**src/rtl/serial_sign_deserializer.sv**
```systemverilog
// rtl/serial_sign_deserializer.sv - MSB-first serial-to-parallel word assembler with sign flag
// Shifts accepted bits into a word; on the final bit publishes the word, its sign and a one-cycle strobe.
module serial_sign_deserializer #(
   parameter int WIDTH = 8
) (
   input  logic                     clk,
   input  logic                     rst_n,
   input  logic                     bit_in,
   input  logic                     bit_valid,
   input  logic                     frame_start,
   output logic [WIDTH-1:0]         data_out,
   output logic                     sign,
   output logic                     data_valid,
   output logic                     busy,
   output logic [$clog2(WIDTH):0]   bit_count
);

   localparam int CW = $clog2(WIDTH) + 1;
   localparam logic [CW-1:0] LAST_CNT = CW'(WIDTH - 1);

   typedef enum logic {
      IDLE  = 1'b0,
      SHIFT = 1'b1
   } state_t;

   state_t            state_q;
   logic [WIDTH-1:0]  shift_q;
   logic [WIDTH-1:0]  shift_d;
   logic [CW-1:0]     count_q;
   logic [WIDTH-1:0]  data_q;
   logic              sign_q;
   logic              valid_q;

   assign shift_d = {shift_q[WIDTH-2:0], bit_in};

   always_ff @(posedge clk or negedge rst_n) begin
      if (!rst_n) begin
         state_q <= IDLE;
         shift_q <= '0;
         count_q <= '0;
         data_q  <= '0;
         sign_q  <= 1'b0;
         valid_q <= 1'b0;
      end else begin
         valid_q <= 1'b0;
         if (frame_start) begin
            // Realign: a bit arriving with frame_start opens the new word, even if the old one was one bit short.
            if (bit_valid) begin
               shift_q <= shift_d;
               count_q <= CW'(1);
               state_q <= SHIFT;
            end else begin
               count_q <= '0;
               state_q <= IDLE;
            end
         end else if (bit_valid) begin
            case (state_q)
               IDLE: begin
                  shift_q <= shift_d;
                  count_q <= CW'(1);
                  state_q <= SHIFT;
               end
               SHIFT: begin
                  shift_q <= shift_d;
                  if (count_q == LAST_CNT) begin
                     data_q  <= shift_d;
                     sign_q  <= shift_q[WIDTH-2];
                     valid_q <= 1'b1;
                     count_q <= '0;
                     state_q <= IDLE;
                  end else begin
                     count_q <= count_q + CW'(1);
                  end
               end
               default: begin
                  count_q <= '0;
                  state_q <= IDLE;
               end
            endcase
         end
      end
   end

   assign data_out   = data_q;
   assign sign       = sign_q;
   assign data_valid = valid_q;
   assign bit_count  = count_q;
   assign busy       = (count_q != '0);

endmodule
```
**config.mk**
```make
export PLATFORM = sky130hd
export DESIGN_NAME = serial_sign_deserializer
export DESIGN_NICKNAME = d
export VERILOG_FILES = /design/src/rtl/serial_sign_deserializer.sv
export SDC_FILE = /design/constraint.sdc
export NUM_CORES = 1
export LEC_CHECK = 0
export ABC_AREA = 1
export BUFFER_PORTS_ARGS = -buffer_cell sky130_fd_sc_hd__buf_2
export CAP_MARGIN = 20
export CORE_MARGIN = 5
export CORE_UTILIZATION = 40
export CTS_BUF_LIST = sky130_fd_sc_hd__clkbuf_8
export DETAILED_ROUTE_END_ITERATION = 7
export PLACE_DENSITY = 0.7
export SYNTH_ARGS = -nofsm -noshare
export SYNTH_HDL_FRONTEND = slang
export SYNTH_SLANG_ARGS = --single-unit
```
**constraint.sdc**
```tcl
create_clock -name clk -period 3.3 [get_ports clk]
set_input_delay 0.66 -clock clk [delete_from_list [all_inputs] [get_ports clk]]
set_output_delay 0.66 -clock clk [all_outputs]
set_load 0.02 [all_outputs]
```
==> flow_metrics.py, run 1 <==
metrics = {
    "timing": {
        "hold_viol": 0,
        "setup_viol": 0,
        "fin_setup_tns_ns": 0,
        "worst_slack_ns": 1.46,
        "min_period_over_period": 0.557,
        "worst_slew_pin_slew_ns": 0.453,
        "fin_crit_ns": 1.84,
        "fmax_mhz": 544,
        "drv_slew": 0,
        "rsz0062_at_grt": "false",
        "relSlewSlack": 0.698,
        "skew_ns": 0.00314,
    },
    "yosys": {
        "yosysSeqAreaShare": 0.570,
        "synth_common_cells": "30 x nand2_1, 21 x dfrtp_1, 13 x o21ai_0, 8 x inv_1, 4 x nand3_1",
        "synth_warnings": 0,
        "synth_top_area_frac": 0.570,
        "netlist_area_um2": 922,
        "yosys.cell_types.count": 17,
        "synth_fp_nets": 103,
        "async_flop_share": 1.00,
        "synthTopCellsByArea": "dfrtp_1 57%, nand2_1 12%, o21ai_0 7.1%",
        "synth_area_leader_cell": "dfrtp_1",
        "synth_edf_count": 0,
        "synth_ff_type": "dfrtp_1",
        "syn_inst": 96,
        "synth_area_per_cell_um2": 9.61,
        "yosysMostFrequentCell": "nand2_1",
        "synth_seq_cells": 21,
    },
    "layout": {
        "area_growth_pct": 16.1,
        "n_fill_cell": 224,
        "stdcell_area_mm2": 0.00107,
        "diodes": 0,
        "stdcell_count": 144,
        "nets": 124,
        "drive_above_1_share": 0.233,
        "multi_input_area_um2": 333,
        "ff_latch_area_um2": 526,
    },
    "route": {
        "routed_wl_um": 1740,
        "routed_via_density": 4.73,
        "drt_iter0_drc": 15,
        "drt_pass1_iterations": 4,
        "via_count": 681,
        "ant_nets": 0,
        "drc_errors": 0,
        "wl_per_cell_um": 12.1,
    },
    "worst_setup_path": {
        "max_stage_delay_ns": 0.41,
        "cp_slowest_cell": "dfrtp_1",
        "endpoint_kind": "output port",
        "crit_fanout": 5,
        "arrival_ns": 1.18,
        "path_cells": "inv_1 -> ha_1 -> nand3_1 -> buf_2",
        "worstSetupStartpointType": "flip-flop",
        "cp.required_ns": 2.64,
        "path_class": "flip-flop to output port",
    },
    "place": {
        "io_buffers": 19,
        "dpl_worst_slack_ns": 1.74,
        "placed_area_mm2": 0.00103,
        "dp_hpwl_um": 1250,
        "gp_congestion": 0.779,
        "numPlacedInstances": 140,
    },
    "clock_tree": {
        "cts-resized-gates": 0,
        "post_cts_buffers": 0,
        "cts_tree": "yes",
        "h-tree-depth": 1,
        "clkLatencyLatePin_ns": 0.25,
        "root_buffer": "clkbuf_8",
        "clkSlewWorstSetupHoldPaths_ns": 0.07,
        "numCtsBuffers": 3,
        "clock_sinks": 21,
        "clockBufferDepth": 2,
        "holdBufCountCts": 0,
    },
    "pwr": {
        "cellPowerDensity_mw_per_mm2": 456,
        "leakagePower_nw": 0.610,
        "p_clk_frac": 0.319,
        "p_sw_w": 0.000118,
        "p_int_w": 0.000370,
        "p_sw_frac": 0.242,
        "irDropWorstVdd_v": 0.000319,
        "p_comb_frac": 0.100,
        "p_seq_frac": 0.581,
    },
    "floorplanning": {
        "initial_core_util": 0.417,
        "die_w_um": 58.0,
        "core.rowCount": 17,
        "dieArea_mm2": 0.00337,
        "io_pins": 20,
        "core_mm2": 0.00221,
        "fp.dieH_um": 58.0,
    },
    "global_route": {
        "antenna_found_initial": 0,
        "grt_pass1_wl_um": 3060,
        "grt_pass1_vias": 696,
        "grt_overflow": 0,
        "grt_max_degree": 22,
        "grt_usage": 0.113,
    },
    "min_path": {
        "worstHoldPathType": "input port to asynchronous set/reset pin",
    },
    "run_status": {
        "outcome": "complete, no violations",
    },
    "flow_run": {
        "cap_violations": 0,
    },
}
-- layer usage --
| layer | up-vias | GRT usage | wire length (µm) |
|---|---|---|---|
| li1 | 344 | - | - |
| met1 | 324 | 0.141 | 755 |
| met2 | 11 | 0.202 | 907 |
| met3 | 2 | 0.0156 | 67 |
| met4 | 0 | 0.0364 | 9 |
| met5 | - | 0 | 0 |
-- per-stage QoR --
step | power, W | hold slack [ns] | utilization
after detailed placement | 0.000338 | 0.467 | 0.464
after floorplan | 0.000320 | 0.364 | -
after CTS | 0.000494 | 0.365 | 0.484
after global routing | 0.000515 | 0.389 | 0.484
final | 0.000489 | 0.348 | 0.484
after global placement | 0.000335 | 0.459 | 0.464
-- cells by family after synthesis --
logic type	after synthesis	synth area share
DFF	21	0.570
xor gates and xnor gates	1	0.00950
and+or+nand+nor	40	0.218
AOI/OAI and AO/OA	19	0.106
buffers and inverters	13	0.0692
adders and majority gates	2	0.0271
-- state kept, by name (all words and copies together), names as in the netlist --
name,flops
bit_count,4
shift_q,7
data_valid,1
data_out,8
state_q,1
-- layout by cell type (no fill, tap or decap), types with 3 or more instances in the layout --
| cell | n |
|---|---|
| o21ai_0 | 13 |
| clkbuf_8 | 3 |
| nand2_1 | 30 |
| nand3_1 | 4 |
| o21ai_1 | 3 |
| buf_2 | 19 |
| inv_1 | 9 |
| dfrtp_1 | 21 |
-- critical path, delay by kind of cell, from the launching register on --
kind | cells | cell delay [ns]
DFF | 1 | 0.41
and+or+nand+nor | 1 | 0.07
buffers and inverters | 2 | 0.25
adders and majority gates | 1 | 0.20
-- path summary, 6_finish.rpt --
path	endpoint	slack (ns)	cells past startpoint	startpoint
worst max-delay path	busy	1.46	4	bit_count[0]
max in group asynchronous	data_out[6]	2.64	1	rst_n
worst max register to register	data_out[5]	2.00	5	bit_count[1]
worst min register to register	data_out[3]	0.48	2	shift_q[2]
worst min-delay path	data_out[0]	0.35	1	rst_n
min in group clk	data_out[3]	0.48	2	shift_q[2]
-- cell type report --
cell class / instances / share of cell area
Timing Repair Buffer: 19 / 0.0888
Clock buffer: 3 / 0.0386
Multi-Input combinational cell: 62 / 0.311
Sequential cell: 21 / 0.491
Tap cell: 28 / 0.0327
Clock inverter: 1 / 0.00350
Inverter: 10 / 0.0350
-- power by group through the flow --
stage	clock network [W]	registers (W)	logic, W
floorplan	0	0.000290	0.0000294
global placement	0	0.000288	0.0000475
detailed placement	0	0.000288	0.0000494
CTS	0.000161	0.000284	0.0000497
global route	0.000172	0.000286	0.0000564
finish	0.000156	0.000284	0.0000488
(Power assumes the default switching activity.)
==> run 2, diff against run 1 <==
Clock period 3.3 ns to 1.7 ns, I/O delays scaled along.
==> flow_metrics.py, run 2 (synthesis results as in run 1) <==
metrics = {
    "timing": {
        "drv_slew": 0,
        "relSlewSlack": 0.702,
        "fmax_mhz": 661,
        "fin_crit_ns": 1.51,
        "rsz0062_at_grt": "false",
        "worst_slack_ns": 0.188,
        "min_period_over_period": 0.890,
        "skew_ns": 0.00153,
        "setup_viol": 0,
        "hold_viol": 0,
        "worst_slew_pin_slew_ns": 0.447,
        "fin_setup_tns_ns": 0,
    },
    "worst_setup_path": {
        "path_class": "flip-flop to output port",
        "endpoint_kind": "output port",
        "arrival_ns": 1.17,
        "crit_fanout": 5,
        "worstSetupStartpointType": "flip-flop",
        "r2r_cells": 5,
        "cp.required_ns": 1.36,
    },
    "global_route": {
        "grt_max_degree": 22,
        "grt_pass1_wl_um": 2790,
        "grt_pass1_vias": 630,
        "grt_overflow": 0,
        "antenna_found_initial": 0,
        "grt_usage": 0.109,
    },
    "layout": {
        "diodes": 0,
        "drive_above_1_share": 0.233,
        "final_common_cell": "nand2_1",
        "largest_reg_flops": 8,
        "layout_common_cells": "30 x nand2_1, 21 x dfrtp_1, 19 x buf_2, 13 x o21ai_0, 9 x inv_1",
        "n_fill_cell": 214,
        "ff_latch_area_um2": 526,
        "multi_input_area_um2": 333,
        "area_growth_pct": 16.1,
        "nets": 124,
    },
    "pwr": {
        "cellPowerDensity_mw_per_mm2": 890,
        "p_int_w": 0.000719,
        "leakagePower_nw": 0.610,
        "irDropWorstVdd_v": 0.000557,
        "total_power_w": 0.000953,
        "p_sw_w": 0.000235,
        "p_sw_frac": 0.246,
        "p_clk_frac": 0.325,
        "p_comb_frac": 0.097,
        "p_seq_frac": 0.578,
    },
    "place": {
        "gp_congestion": 0.802,
        "dpl_worst_slack_ns": 0.458,
        "io_buffers": 19,
        "dp_hpwl_um": 1260,
    },
    "clock_tree": {
        "cts_tree": "yes",
        "clkLatencyLatePin_ns": 0.25,
        "root_buffer": "clkbuf_8",
        "numCtsBuffers": 3,
        "clkSlewWorstSetupHoldPaths_ns": 0.07,
        "h-tree-depth": 1,
        "post_cts_buffers": 0,
        "cts-resized-gates": 0,
        "holdBufCountCts": 0,
        "clockBufferDepth": 2,
        "clock_sinks": 21,
    },
    "route": {
        "wl_per_cell_um": 11.7,
        "via_count": 683,
        "drt_iter0_drc": 11,
        "routed_wl_um": 1690,
        "routed_via_density": 4.74,
        "drc_errors": 0,
        "drt_pass1_iterations": 4,
        "ant_nets": 0,
    },
    "min_path": {
        "worstHoldPathType": "input port to asynchronous set/reset pin",
    },
    "floorplanning": {
        "core.rowCount": 17,
        "dieArea_mm2": 0.00337,
        "initial_core_util": 0.417,
        "core_mm2": 0.00221,
        "io_pins": 20,
        "die_w_um": 58.0,
        "fp.dieH_um": 58.0,
    },
    "flow_run": {
        "cap_violations": 0,
    },
    "run_status": {
        "outcome": "complete, no violations",
    },
}
run 2: cell counts in the layout (fill, tap and decap cells not counted):
Identical to the previous run, type by type.
run 2: metrics by stage:
step           instance area (µm²)   util  std cells  hold WS, ns
6_report                      1070  0.484        144       0.0263
5_1_grt                       1070  0.484        144       0.0619
4_1_cts                       1070  0.484        144       0.0483
3_5_place_dp                  1030  0.464        140        0.319
3_3_place_gp                  1030  0.464        140        0.315
2_1_floorplan                  922      -         96       0.0444
run 2: layout make-up:
class / instances / share of cell area
tap: 28 / 0.0327
multi-input combinational: 62 / 0.311
inverter: 10 / 0.0350
timing repair buffer: 19 / 0.0888
clock buffer: 3 / 0.0386
sequential: 21 / 0.491
clock inverter: 1 / 0.00350
run 2: worst max-delay path, stage by stage (launching register included):
cell     delay (ns)
dfrtp_1        0.41
inv_1          0.09
ha_1           0.20
nand3_1        0.07
buf_2          0.16
run 2: routing by layer:
metal / routed length (µm) / up-vias / GRT usage
li1: - / 349 / -
met4: 11 / 0 / 0.0397
met1: 784 / 322 / 0.151
met5: 0 / - / 0
met2: 823 / 10 / 0.163
met3: 65 / 2 / 0.0312
run 2: power by group through the flow:
stage	logic [W]	registers, W	clock network [W]
CTS	0.0000951	0.000551	0.000313
floorplan	0.0000572	0.000564	0
global placement	0.0000931	0.000561	0
global route	0.000106	0.000556	0.000337
finish	0.0000929	0.000551	0.000309
detailed placement	0.0000948	0.000561	0
run 2: final timing paths:
path | start | end | slack, ns
max | bit_count[0] | busy | 0.19
min | rst_n | bit_count[0] | 0.03
max reg2reg | bit_count[0] | data_out[4] | 0.45
min reg2reg | shift_q[6] | shift_q[6] | 0.48
max in group asynchronous | rst_n | data_out[3] | 1.37
min in group clk | bit_in | data_out[0] | 0.31
